==> src/rtl/img_scanout.sv <==
// img_scanout: reads a frame of bytes from memory and streams them out
// over a valid/ready pixel interface through a 2-entry FIFO.
module img_scanout #(
    parameter int ADDR_W  = 32,
    parameter int DATA_W  = 32,
    parameter int NUM_PIX = 1024,
    parameter int CNT_W   = 10
) (
    input  logic              clk,
    input  logic              rst_n,
    input  logic              start,
    input  logic [ADDR_W-1:0] base_addr,
    input  logic              abort,
    output logic              busy,
    output logic              done,
    output logic [ADDR_W-1:0] mem_addr,
    output logic              mem_we,
    output logic [1:0]        mem_dw,
    input  logic [DATA_W-1:0] mem_rdata,
    output logic [7:0]        pix_data,
    output logic [CNT_W-1:0]  pix_index,
    output logic              pix_valid,
    input  logic              pix_ready,
    output logic              pix_last
);

    typedef enum logic [1:0] {
        IDLE,
        RUN,
        FIN
    } state_t;

    // rd_cnt needs one extra bit to reach NUM_PIX itself
    localparam logic [CNT_W:0]   RD_END   = (CNT_W + 1)'(NUM_PIX);
    localparam logic [CNT_W-1:0] LAST_IDX = CNT_W'(NUM_PIX - 1);

    state_t state, state_nx;

    logic [ADDR_W-1:0] base_q;
    logic [ADDR_W-1:0] mem_addr_q;
    logic [CNT_W:0]    rd_cnt;
    logic [CNT_W-1:0]  out_cnt;
    logic              in_flight;

    logic [7:0] fifo_mem [2];
    logic       wr_ptr;
    logic       rd_ptr;
    logic [1:0] fifo_cnt;

    logic       start_ok;
    logic       flush;
    logic       issue;
    logic       push;
    logic       pop;
    logic [2:0] lvl;

    logic unused_rdata;

    assign unused_rdata = ^mem_rdata[DATA_W-1:8];

    assign mem_we = 1'b0;
    assign mem_dw = 2'b00;

    assign pix_valid = (fifo_cnt != 2'd0);
    assign pix_data  = fifo_mem[rd_ptr];
    assign pix_index = out_cnt;
    assign pix_last  = pix_valid && (out_cnt == LAST_IDX);

    assign pop  = pix_valid && pix_ready;
    assign push = in_flight;

    // Occupancy after this cycle's pop; counting the pop keeps one
    // pixel per cycle flowing while never exceeding two slots.
    assign lvl = {1'b0, fifo_cnt} + {2'b00, in_flight} - {2'b00, pop};

    assign issue = (state == RUN) && !abort
                && (rd_cnt < RD_END) && (lvl < 3'd2);

    assign mem_addr = issue ? base_q + ADDR_W'(rd_cnt) : mem_addr_q;

    // Next-state logic and status outputs
    always_comb begin
        state_nx = state;
        busy     = 1'b0;
        done     = 1'b0;
        start_ok = 1'b0;
        flush    = 1'b0;
        unique case (state)
            IDLE: begin
                if (start && !abort) begin
                    start_ok = 1'b1;
                    state_nx = RUN;
                end
            end
            RUN: begin
                busy = 1'b1;
                if (abort) begin
                    flush    = 1'b1;
                    state_nx = IDLE;
                end else if (pop && pix_last) begin
                    state_nx = FIN;
                end
            end
            FIN: begin
                busy     = 1'b1;
                done     = 1'b1;
                state_nx = IDLE;
            end
            default: state_nx = IDLE;
        endcase
    end

    // State register
    always_ff @(posedge clk or negedge rst_n) begin
        if (!rst_n) state <= IDLE;
        else        state <= state_nx;
    end

    // Frame base, counters, read tracking and held address
    always_ff @(posedge clk or negedge rst_n) begin
        if (!rst_n) begin
            base_q     <= '0;
            rd_cnt     <= '0;
            out_cnt    <= '0;
            in_flight  <= 1'b0;
            mem_addr_q <= '0;
        end else begin
            mem_addr_q <= mem_addr;
            in_flight  <= issue;
            if (start_ok) begin
                base_q  <= base_addr;
                rd_cnt  <= '0;
                out_cnt <= '0;
            end else begin
                if (issue) rd_cnt <= rd_cnt + 1'b1;
                if (pop)   out_cnt <= out_cnt + 1'b1;
            end
        end
    end

    // Two-entry pixel FIFO; an abort drops contents and any return
    always_ff @(posedge clk or negedge rst_n) begin
        if (!rst_n) begin
            fifo_mem[0] <= '0;
            fifo_mem[1] <= '0;
            wr_ptr      <= 1'b0;
            rd_ptr      <= 1'b0;
            fifo_cnt    <= '0;
        end else if (flush) begin
            wr_ptr   <= 1'b0;
            rd_ptr   <= 1'b0;
            fifo_cnt <= '0;
        end else begin
            if (push) begin
                fifo_mem[wr_ptr] <= mem_rdata[7:0];
                wr_ptr           <= ~wr_ptr;
            end
            if (pop) rd_ptr <= ~rd_ptr;
            unique case ({push, pop})
                2'b10:   fifo_cnt <= fifo_cnt + 2'd1;
                2'b01:   fifo_cnt <= fifo_cnt - 2'd1;
                default: fifo_cnt <= fifo_cnt;
            endcase
        end
    end

endmodule

==> config.mk <==
export PLATFORM = sky130hd
export DESIGN_NAME = img_scanout
export DESIGN_NICKNAME = d
export VERILOG_FILES = /design/src/rtl/img_scanout.sv
export SDC_FILE = /design/constraint.sdc
export NUM_CORES = 1
export LEC_CHECK = 0
export ABC_AREA = 1
export CORE_UTILIZATION = 37
export CTS_BUF_LIST = sky130_fd_sc_hd__clkbuf_8
export DETAILED_ROUTE_END_ITERATION = 6
export GPL_ROUTABILITY_DRIVEN = 0
export GPL_TIMING_DRIVEN = 0
export PLACE_DENSITY = 0.6
export SETUP_SLACK_MARGIN = 0.02
export SLEW_MARGIN = 30
export SYNTH_ARGS = -nofsm -noshare
export SYNTH_HDL_FRONTEND = slang
export SYNTH_SLANG_ARGS = --single-unit
==> constraint.sdc <==
create_clock -name clk -period 3 [get_ports clk]
set_clock_uncertainty 0.05 [all_clocks]
set_input_delay 0.3 -clock clk [delete_from_list [all_inputs] [get_ports clk]]
set_output_delay 0.3 -clock clk [all_outputs]
set_load 0.005 [all_outputs]
======== After elaboration in Yosys (flattened, before gate mapping) ========
Cells that the tools add are included.
word-level totals
  register bits after elaboration ......... 108
  word-level logic and storage cells ...... 81
operators by class
  $add $sub $neg .......................... 7
  $lt $le $gt $ge ......................... 5
  equal/unequal tests ..................... 7
  multiplexer cells ....................... 27
  bitwise gates (word level) .............. 5
  reductions and logical operators ........ 19
operators with widths
  cell                   number
  $add 32x11->32         1
  $mux 32                1
  $mux 8                 4
  $mux 11                2
  $mux 10                2
  $bwmux 16              1
  $add 11x1->11 const B  1
  $lt 11x11->1 const B   1
  $add 10x1->10 const B  1
  $eq 10x10->1 const B   1
  $mux 1                 10
  $reduce_bool 2->1      5
  $demux 8 s1            1
  $logic_and 1x1->1      8
  $mux 2                 4
  $pmux 2 s2             2
  $eq 2x1->1 const B     2
  $eq 2x2->1 const B     2
  $ge 2x2->1 const B     2
  $not 1->2              2
  $reduce_and 2->1       2
  $add 2x1->3            1
  $lt 3x2->1 const B     1
  $ne 3x2->1 const B     1
  10 further kinds       12

======== Longest topological paths before layout ========
  depth in word-level cells ............... 7
  gate-level depth with buffers ........... 15
  mapped depth without buffers ............ 15

======== Least setup slack after synthesis ========
Ideal clock, no wire load.
  path type ............................... reg-to-output
  start point ............................. reg fifo_cnt[1]
  end point ............................... out mem_addr[10]
  arrival time ............................ 2,605 ps
  data required time ...................... 2,650 ps
  setup slack ............................. 45 ps
  cell stages (with the launch flop) ...... 15
  path buffers ............................ 1
  path through ............................ dfrtp_1 > inv_2 > nand2_2 > nand2_4 > inv_1 > ha_1 > or2_2 > fa_1 > inv_1 > nor2_1 > nand3_2 > inv_2 > buf_4 > nor2_1 > a31oi_1
between the ends
  longest elaborated chain between the ends .. 6
  elaborated cells between the ends (all ways) .. 7
  classes of those cells .................. 2 x add/sub; 1 x order compare; 1 x mux; 3 x reduce/logical
RTL lines
  element                   RTL line  text
  start: declaration        48        logic [1:0] fifo_cnt;
  start signal: assignment  160       2'b10: fifo_cnt <= fifo_cnt + 2'd1;
  start signal: assignment  161       2'b01: fifo_cnt <= fifo_cnt - 2'd1;
  start signal: assignment  162       default: fifo_cnt <= fifo_cnt;
  $reduce_bool 2->1         64        assign pix_valid = (fifo_cnt != 2'd0);
  via pix_valid             22        output logic pix_valid,
  $logic_and 1x1->1         69        assign pop = pix_valid && pix_ready;
  $sub 3x1->3               74        assign lvl = {1'b0, fifo_cnt} + {2'b00, in_flight} - {2'b00, pop};
  $lt 3x2->1                77        && (rd_cnt < RD_END) && (lvl < 3'd2);
  $logic_and 1x1->1         77
  $mux 32                   79        assign mem_addr = issue ? base_q + ADDR_W'(rd_cnt) : mem_addr_q;
  end: declaration          16        output logic [ADDR_W-1:0] mem_addr,
The timed path passes the listed nets, and every way through them passes these cells.

======== Final worst setup path ========
  start point ............................. reg fifo_cnt[1]
  end point ............................... out mem_addr[17]
between the ends
  longest elaborated chain between the ends .. 6
  elaborated cells between the ends (all ways) .. 7
  classes of those cells .................. 2 x add/sub; 1 x order compare; 1 x mux; 3 x reduce/logical
RTL lines
  element                                              RTL line
  branches (longest 2 deep; another with $add 2x1->3)  n/a
  $sub 3x1->3 *                                        74
  $lt 3x2->1 *                                         77
  $logic_and 1x1->1 *                                  77
  $mux 32 *                                            79
Every way passes the cells marked *.

==> metrics.log <==
[metrics] DR vias/cell: 4.794
[metrics] top-level I/O count: 126
[metrics] number of search-and-repair iterations in the first detailed-routing pass: 5
[metrics] YS warnings: 0
[metrics] beginning of the worst register-to-register path: fifo_cnt[1]
[metrics] kind of start point of the critical path: register
[metrics] maximum count of clock buffers along a single path: 2
[metrics] per-instance average area after synthesis: 7.352 µm²
[metrics] final critical path time including I/O delays and setup: 3.459 ns
[metrics] Post-Route WL: roughly 18 mm
[metrics] number of rows in the core area: 46
[metrics] worst supply voltage drop on vdd: roughly 0.43 mV
[metrics] most area-consuming cells after synthesis: sky130_fd_sc_hd__dfrtp_1 44%, sky130_fd_sc_hd__nand2_1 20%, sky130_fd_sc_hd__nand3_1 5.5%, sky130_fd_sc_hd__inv_1 4.7%, sky130_fd_sc_hd__o21ai_0 4.1%
[metrics] drt wl/cell: around 14 µm
[metrics] cell types with the highest counts after synthesis: 325 x sky130_fd_sc_hd__nand2_1, 108 x sky130_fd_sc_hd__dfrtp_1, 76 x sky130_fd_sc_hd__inv_1
[metrics] DRC violation total after the first TritonRoute iteration: 310
[metrics] Worst-path clk slew: approximately 0.12 ns
[metrics] FF+latch count, synth: roughly 110
[metrics] result of the run: complete, but fails checks
[metrics] DRC errors left: 0
[metrics] Crit-path slowest cell: sky130_fd_sc_hd__fa_2
[metrics] max-slew violation count: 0
[metrics] total half-perimeter wirelength after legalization and detailed placement: 12.06 mm
[metrics] fraction of final layout cells with drive strength greater than 1: 27.17%
[metrics] cell chain of the critical path: inv_2 -> nand2_4 -> nand2_4 -> inv_4 -> ha_4 -> or2_4 -> fa_2 -> inv_2 -> nor2_4 -> nand3_4 -> clkinv_4 -> buf_4 -> buf_8 -> buf_4 -> nand3_2 -> nand2_2 -> buf_2
[metrics] maximum number of pins on one net before global-route repair: 67
[metrics] Clock Sink Count: between 100 and 150
[metrics] setup repair after global routing missed its margin: true
[metrics] input/output buffers: between 90 and 100
[metrics] Maximum Capacitance Violations: 0
[metrics] failing checks: setup timing
[metrics] number of nets in the finished design: between 1000 and 1500
[metrics] clock tree from TritonCTS: yes
[metrics] cell family with the largest share of critical-path delay: buffers and inverters
[metrics] endpoint required time on the critical path: approximately 2.7 ns
[metrics] async set-reset flop share out of synthesis: 100.0%
[metrics] wire length of the first global-routing pass: 29.10 mm
[metrics] count of cell types in the netlist: 38
[metrics] initial standard-cell utilization of the core: approximately two fifths
[metrics] number of hold violations in the final report: 0
[metrics] top achievable clock speed: a little under 0.3 GHz
[metrics] area overhead of the layout relative to synthesis: 44.93%
[metrics] Crit Path Class: reg2out
[metrics] Seq/Total Area, Yosys: approximately 44%
[metrics] number of global-route vias before repair: approximately 6000
[metrics] CTS buffer count: 9
[metrics] cell accounting for the most synthesized area: sky130_fd_sc_hd__dfrtp_1
[metrics] H-tree depth: 3
[metrics] All-Layer GR Usage: about 22%
[metrics] delay of the slowest critical-path stage: roughly 0.53 ns
[metrics] critical-path maximum fanout: 7
[metrics] count of flip-flops with a built-in enable after synthesis: 0
[metrics] area of the placeable core: 16000 µm²
[metrics] # fillers: about 1600
[metrics] Syn Inst Count: about 830
[metrics] Final ANT Viol Nets: 0
[metrics] post-route core utilization: ~55%
[metrics] overall die width: 130.3 µm
[metrics] leakage component of the power: 4.404 nW
[metrics] final clock period utilization by the worst path: 115.3%
[metrics] clock latency at the later pin of the worst-skew pair: around 0.4 ns
[metrics] Pwr Density: approximately 840 nW/µm²
[metrics] vertical die dimension: between 100 and 150 µm
[metrics] ant diodes: 0
[metrics] worst-case reg-to-reg path depth: 22
[metrics] endpoint of the lowest-slack register-to-register path: mem_addr_q[27]
[metrics] post-placement worst setup slack: -1.162 ns
[metrics] kind of capture point of the worst setup path: primary output
[metrics] critical path data arrival time: between 3 and 4 ns
[metrics] count of buffer and inverter cells on the critical path: 8
[metrics] Hold Crit Class: in2async
[metrics] top-count cell post-synth: sky130_fd_sc_hd__nand2_1
[metrics] final worst setup slack: -0.4589 ns
[metrics] netlist area before placement: between 6000 and 7000 µm²
[metrics] post-synth top area share: approximately 44%
[metrics] library cell used as clock root buffer: sky130_fd_sc_hd__clkbuf_8
[metrics] count of final setup violators: 35
[metrics] number of antenna violations at the first check in global routing: 0
[metrics] area of the die: 16970 µm²
[metrics] worst setup slack for register-to-register paths: -0.40 ns
[metrics] GR Overflow Total: 0
[metrics] total number of vias: just under 6000
[metrics] Most used DFF post-synth: sky130_fd_sc_hd__dfrtp_1
[area by class of cell]
cell class | count | area [µm²] | share of cell area (%)
plain buffers | 20 | 158.9 | 1.801
multi-input cells | 609 | 3379 | 38.31
inverters | 91 | 349.1 | 3.957
clock buffers | 9 | 123.9 | 1.404
well taps | 216 | 270.3 | 3.063
flip-flops and latches | 108 | 2704 | 30.65
clock inverters | 7 | 81.33 | 0.9219
repair buffers | 183 | 1755 | 19.90
[worst max-delay path by stage]
| stage | start | end | slack [ns] | cells past startpoint |
|---|---|---|---|---|
| 2_1_floorplan | fifo_cnt[1] | mem_addr[10] | 0.04 | 14 |
| 3_3_place_gp | rst_n | base_q[21] | -2.77 | 1 |
| 3_5_place_dp | pix_ready | mem_addr[11] | -1.16 | 14 |
| 4_1_cts | fifo_cnt[1] | mem_addr[8] | -0.51 | 15 |
| 5_1_grt | fifo_cnt[0] | mem_addr[17] | -0.59 | 17 |
| 6_report | fifo_cnt[1] | mem_addr[17] | -0.46 | 17 |
[metal layers]
metal,vias up,wire [µm],GRT usage (%)
met2,124,8726,38.89
li1,2990,-,-
met5,-,0,0
met4,0,181,3.762
met3,15,987,5.781
met1,2830,7914,28.21
[worst register-to-register path: cells and delay by family (launching register included)]
family | cells | cell delay, ns
adder cells (fa/ha/maj) | 2 | 0.72
buffers and inverters | 13 | 1.36
flip-flops | 1 | 0.43
AND/OR/NAND/NOR | 7 | 0.75
[cell families after synthesis]
| family | after synthesis | share of synthesized area [%] |
|---|---|---|
| AO/OA/AOI/OAI | 74 | 6.372 |
| XOR/XNOR | 11 | 1.583 |
| adder cells (fa/ha/maj) | 19 | 4.152 |
| buffers and inverters | 113 | 7.605 |
| flip-flops | 108 | 44.40 |
| other | 1 | 0.06161 |
| AND/OR/NAND/NOR | 502 | 35.83 |
[through the flow]
| stage | instance area, µm² | TNS [ns] | total power [mW] | cells | hold slack (ns) |
|---|---|---|---|---|---|
| detailed placement | 7378 | -40.21 | 5.130 | 1145 | 0.1652 |
| floorplan | 6095 | 0 | 3.872 | 830 | -0.04559 |
| finish | 8822 | -12.93 | 7.367 | 1243 | 0.3080 |
| global placement | 7346 | -336.99 | 5.082 | 1144 | 0.4113 |
| global route | 8822 | -17.17 | 7.938 | 1243 | 0.3313 |
| CTS | 8672 | -14.63 | 7.175 | 1239 | 0.3063 |
[repair_timing]
| item | in CTS | in global routing |
|---|---|---|
| resized for setup | 266 | 61 |
| buffers inserted | 89 | 20 |
| endpoints found under the hold margin | 42 | 0 |
| endpoints found under the setup margin | 73 | 42 |
| hold buffers | 1 | 0 |
| pin swaps | 39 | 19 |
| gates cloned | 5 | 0 |
[layout by cell type, fill, tap and decap left out, drive strengths merged, types with 2 or more instances in the layout]
cell | netlist | final
clkbuf | 4 | 13
conb | 1 | 3
xnor2 | 8 | 8
a31oi | 3 | 3
a21oi | 12 | 12
and2 | 2 | 2
o21ai | 57 | 57
inv | 90 | 92
nand3 | 71 | 71
nand2 | 338 | 338
nand3b | 3 | 3
nand4 | 8 | 8
clkinv | 1 | 5
or2 | 7 | 7
clkdlybuf4s50 | 0 | 65
nor3 | 18 | 18
buf | 18 | 132
ha | 17 | 17
fa | 2 | 2
nor2 | 53 | 53
xor2 | 3 | 3
dfrtp | 108 | 108
[flip-flops by register name, summed over array words and instances, names as in the netlist]
name and count:
rd_ptr 1, rd_cnt 11, wr_ptr 1, base_q 32, mem_addr_q 32, state 2, fifo_mem 16, pix_index 10
fifo_cnt 2, in_flight 1
[where the power goes]
part | internal, mW | total, mW | switching (mW)
registers | 2.01 | 2.46 | 0.454
logic | 2.01 | 3.95 | 1.93
clock network | 0.400 | 0.957 | 0.557
(Power assumes the default switching activity.)
==> patch 1, RTL diff (config.mk and constraints unchanged) <==
Encoding of `state_t`: now one-hot (3 bits for 3 states).
--- a/src/rtl/img_scanout.sv
+++ b/src/rtl/img_scanout.sv
@@ -24,10 +24,10 @@
     output logic              pix_last
 );
 
-    typedef enum logic [1:0] {
-        IDLE,
-        RUN,
-        FIN
+    typedef enum logic [2:0] {
+        IDLE = 3'b001,
+        RUN  = 3'b010,
+        FIN  = 3'b100
     } state_t;
 
     // rd_cnt needs one extra bit to reach NUM_PIX itself
Function: same outputs for any inputs over 4 cycles, from zero or initial values and one cycle with rst_n low; so few cycles prove little.
==> patch 1 against the unedited design <==
  * The flow still finishes with violations (negative setup slack)
  * Area after synthesis grew 0.39%
  * Power shrank 17%
  * Die area grew 0.38%
  * Core utilization shrank 1.2 points
  * Design area shrank 2.2%
  * Global-route usage shrank 0.58 points
  * Sequential cell count grew 1
  * Fmax shrank 0.57%
  * Register-to-register slack gained 170 ps
  * Setup slack lost 20 ps
  * Wire length shrank 1.7%
  * Via count shrank 2.6%
  * Largest power group unchanged
==> patch 1: results (changes against the unedited design) <==
[cells_and_area]
n_fill_cell = 1574  ; +0.25%
finalNonFillerCells = 1211  ; -2.6%
drive_above_1_share_pct = 21.5  ; -5.7 points
design_area_mm2 = 0.00863  ; -2.2%
fin_nets = 1075  ; -3.2%

[sta]
setup_tns_ps = -14220  ; -1290 ps
whs_ps = 345  ; +37.4 ps
worst_slack_ps = -479  ; -20.0 ps
final-setup-viol-count = 34  ; -2.9%

[detailed_routing]
routedWlPerCell_um = 14.5  ; +0.88%
first_pass_iters = 4  ; -1
wl_met3_um = 796  ; -19%
via_per_inst = 4.79  ; about the same
wl_met2_um = 7910  ; -9.4%
m1WireLength_um = 8330  ; +5.2%
drt_iter0_drc = 316  ; +1.9%

[clock_tree]
clock_path_buffers = 2  ; unchanged
cts_root_buf = clkbuf_8

[global_route]
grt_max_degree = 59  ; -12%
grt_pass1_vias = 5536  ; -6.9%
grtUsageMet1_pct = 30.1  ; +1.8 points
use_met3_pct = 4.48  ; -1.3 points
use_met2_pct = 33.6  ; -5.2 points
grtUsageTotal_pct = 21.8  ; -0.58 points
grt_pass1_wl_um = 28100  ; -3.4%

[synthesis]
synth_compound_area_share_pct = 7.25  ; +0.88 points
synth_area_per_cell_um2 = 7.35  ; about the same
synthAdderAreaFrac_pct = 3.52  ; -0.63 points
synthMuxAreaShare_pct = 1.47  ; +1.5 points
synthXorXnorAreaFrac_pct = 1.58  ; -0.0062 points
synth_top_area_share_pct = 44.2  ; -0.17 points
synthTopCellsByArea = dfrtp_1 (44%), nand2_1 (19%), inv_1 (6.7%)
synth_common_cells = nand2_1 (303), inv_1 (109), dfrtp_1 (108), nand3_1 (72), o21ai_0 (54)

[power_and_ir_drop]
leakagePower_nw = 4.28  ; -2.9%
max-vdd-ir-drop_mv = 0.379  ; -11%

[setup_path]
ff2ff_setup_slack_ps = -230  ; +170 ps
r2r-end = mem_addr_q[22]
path_max_fanout = 6  ; -1
rr_worst_depth = 18  ; -18%
critPathTopFamily = simple AND/OR/NAND/NOR gates
worstPathArrival_ps = 3130  ; +20 ps

[run_status]
status = finished, violations left
failed_checks = negative setup slack

[place]
dp_slack_ps = -1310  ; -153 ps
placed_cell_area_mm2 = 0.00740  ; +0.32%
dp_hpwl_um = 12200  ; +0.97%

## patch 1: cell type report
cell class,instances,share of cell area (%)
flip-flops and latches,109,31.6
repair buffers,147,17.0
clock buffers,9,1.43
clock inverters,7,0.942
inverters,110,4.84
well taps,216,3.13
plain buffers,22,2.22
multi-input cells,591,38.8
## patch 1: where the power goes
part | total (mW) | internal, mW | switching [mW]
Clock | 0.950 | 0.399 | 0.550
Combinational | 2.77 | 1.39 | 1.37
Sequential | 2.43 | 1.99 | 0.445
## patch 1: worst max path at each step
stage | from | to | slack, ps
floorplan | fifo_cnt[1] | mem_addr[11] | 180
global placement | rst_n | mem_addr_q[21] | -2740
detailed placement | pix_ready | mem_addr[15] | -1310
CTS | fifo_cnt[0] | mem_addr[29] | -520
global route | fifo_cnt[1] | mem_addr[6] | -620
finish | fifo_cnt[1] | mem_addr[6] | -480
## patch 1: what timing repair did
action / 4_1_cts / 5_1_grt
setup buffers: 60 / 14
hold endpoints to repair: 51 / 0
resized for setup: 244 / 85
cloned: 5 / 0
setup endpoints to repair: 64 / 47
hold buffers: 1 / 0
pin swaps: 30 / 16
## patch 1: kinds of logic (layout without fill, tap and decap cells)
logic type / Yosys count / in the layout
and+or+nand+nor: 469 / 469
buffers and inverters: 133 / 295
DFF: 109 / 109
AOI/OAI and AO/OA: 84 / 84
adders and majority gates: 16 / 16
xor gates and xnor gates: 11 / 11
muxes: 8 / 8
other: 1 / 3
## patch 1: worst reg2reg max path: stages, from the launching register on
cell and delay, ps:
dfrtp_1 420, nor2_2 160, nor2_4 60, ha_4 200
or2_4 230, fa_2 520, nand3b_1 120, nor3_4 290
buf_6 150, inv_6 30, buf_12 140, buf_16 150
nand2_4 60, nand2_4 50, buf_6 110, buf_6 100
buf_6 100, buf_6 100, buf_6 100
==> patch 2, RTL diff (config.mk and constraints unchanged) <==
Made on the original files. Change the parameter `ADDR_W` from 32 to 64.
--- a/src/rtl/img_scanout.sv
+++ b/src/rtl/img_scanout.sv
@@ -1,7 +1,7 @@
 // img_scanout: reads a frame of bytes from memory and streams them out
 // over a valid/ready pixel interface through a 2-entry FIFO.
 module img_scanout #(
-    parameter int ADDR_W  = 32,
+    parameter int ADDR_W  = 64,
     parameter int DATA_W  = 32,
     parameter int NUM_PIX = 1024,
     parameter int CNT_W   = 10
Interface: changed (resized base_addr and mem_addr); port bits go from 126 to 190. The function was not compared with the original's and may differ.
==> patch 2 against the unedited design <==
  * The run still ends with negative setup slack left
  * Setup slack better by 69 ps
  * Wire length up 100%
  * Sequential share of layout area shrank 1.4 points
  * Area after synthesis grew 62%
  * Cell count grew 65%
  * Design area grew 67%
  * Power is 76% higher
  * Sequential cell count grew 64
  * Critical path type unchanged
  * Largest power group unchanged
==> patch 2: results (changes against the unedited design) <==
[run_status]
status = finished, violations left
failed_checks = negative setup slack

[setup_path]
reg2reg_from = fifo_cnt[0]
worstPathArrival_ps = 3040  ; -70 ps
crit_path_end = mem_addr[20]
startpoint = fifo_cnt[0]
path_max_fanout = 8  ; +1
critPathTopFamily = buffers and inverters
slowest_stage = dfrtp_1
ff2ff_setup_slack_ps = -160  ; +240 ps
r2r-end = mem_addr_q[63]
rr_worst_depth = 21  ; -4.5%
slowest_delay_ps = 420  ; -110 ps

[detailed_routing]
m1WireLength_um = 15100  ; +91%
wl_met2_um = 16400  ; +87%
topRoutingLayerUsed = met5
first_pass_iters = 6  ; +1
wl_met3_um = 3260  ; +230%
wl_um = 35500  ; +100%
route.vias.total = 10400  ; +75%
drt_iter0_drc = 977  ; +220%

[synthesis]
synthMuxAreaShare_pct = 0  ; unchanged
synthXorXnorAreaFrac_pct = 1.78  ; +0.19 points
synthAdderAreaFrac_pct = 2.56  ; -1.6 points
synth_cell_type_count = 37  ; -2.6%
synth_compound_area_share_pct = 6.06  ; -0.32 points
synthFlopType = dfrtp_1
yosysSeqAreaShare_pct = 43.7  ; -0.72 points
synth_common_cells = nand2_1 (562), dfrtp_1 (172), inv_1 (150), nor2_1 (105), nand3_1 (98)
synthTopCellsByArea = dfrtp_1 (44%), nand2_1 (21%), inv_1 (5.7%)

[clock_tree]
htree_levels = 4  ; +1
cts-buffers-inserted = 17  ; +8
clk_pin_slew_ps = 100  ; -20 ps
clk_latency_ps = 500  ; +90 ps

[global_route]
grt_max_degree = 84  ; +25%
grtUsageMet1_pct = 36.3  ; +8.1 points
grt_pass1_vias = 10100  ; +69%
use_met3_pct = 5.84  ; +0.063 points
grt_pass1_wl_um = 54500  ; +87%
use_met2_pct = 42.3  ; +3.4 points
grtUsageTotal_pct = 26.6  ; +4.2 points
antenna_found_initial = 2  ; +2

[cells_and_area]
drive_above_1_share_pct = 26.3  ; -0.84 points
top_regs = base_q x64, mem_addr_q x64, fifo_mem x16
fin_nets = 1824  ; +64%

[power_and_ir_drop]
max-vdd-ir-drop_mv = 0.537  ; +26%
leakagePower_nw = 7.07  ; +61%

[sta]
final-setup-viol-count = 69  ; +97%
worst_slack_ps = -390  ; +68.6 ps
setup_tns_ps = -20390  ; -7460 ps

[place]
io_buffers = 162  ; +65%
dp_hpwl_um = 24300  ; +100%
placed_cell_area_mm2 = 0.0120  ; +62%

## patch 2: cell types whose count changed after synthesis, moves of 31 or more
cell     unedited run  this run
nand2_1           325       562
nand3_1            67        98
o21ai_0            50        86
nand4_1             8        42
inv_1              76       150
dfrtp_1           108       172
nor2_1             46       105
## patch 2: power breakdown
| part | internal (mW) | switching [mW] |
|---|---|---|
| registers | 3.27 | 0.992 |
| clock network | 0.775 | 0.977 |
| logic | 3.56 | 3.40 |
## patch 2: area by class of cell
class | instances | area [um2]
Timing Repair inverter | 1 | 11.3
Fill cell | 2429 | 11400
Buffer | 33 | 299
Sequential cell | 172 | 4310
Multi-Input combinational cell | 1026 | 5710
Tap cell | 335 | 419
Timing Repair Buffer | 290 | 2930
Clock buffer | 18 | 248
Clock inverter | 14 | 155
Inverter | 163 | 627
## patch 2: per-stage QoR
step	total power [mW]	setup WS (ps)	instances	hold WS [ps]
global route	13.8	-479	2052	135
finish	13.0	-390	2052	124
floorplan	6.26	246	1396	-45.6
global placement	8.49	-5850	1893	411
detailed placement	8.56	-979	1895	59.5
CTS	12.2	-459	2053	115
## patch 2: kinds of logic (layout without fill, tap and decap cells)
| group | after synthesis | in the layout |
|---|---|---|
| AND/OR/NAND/NOR | 870 | 870 |
| buffers and inverters | 198 | 519 |
| flip-flops | 172 | 172 |
| AO/OA/AOI/OAI | 114 | 114 |
| XOR/XNOR | 20 | 20 |
| adder cells (fa/ha/maj) | 19 | 19 |
| other | 1 | 3 |
## patch 2: what timing repair did
item                                   CTS  global route
hold buffers                             1             0
gates resized for setup                539           148
cloned                                   6             1
buffers inserted                       173            20
pin swaps                               50            29
endpoints found under the hold margin  172             0
setup endpoints to repair              138            75
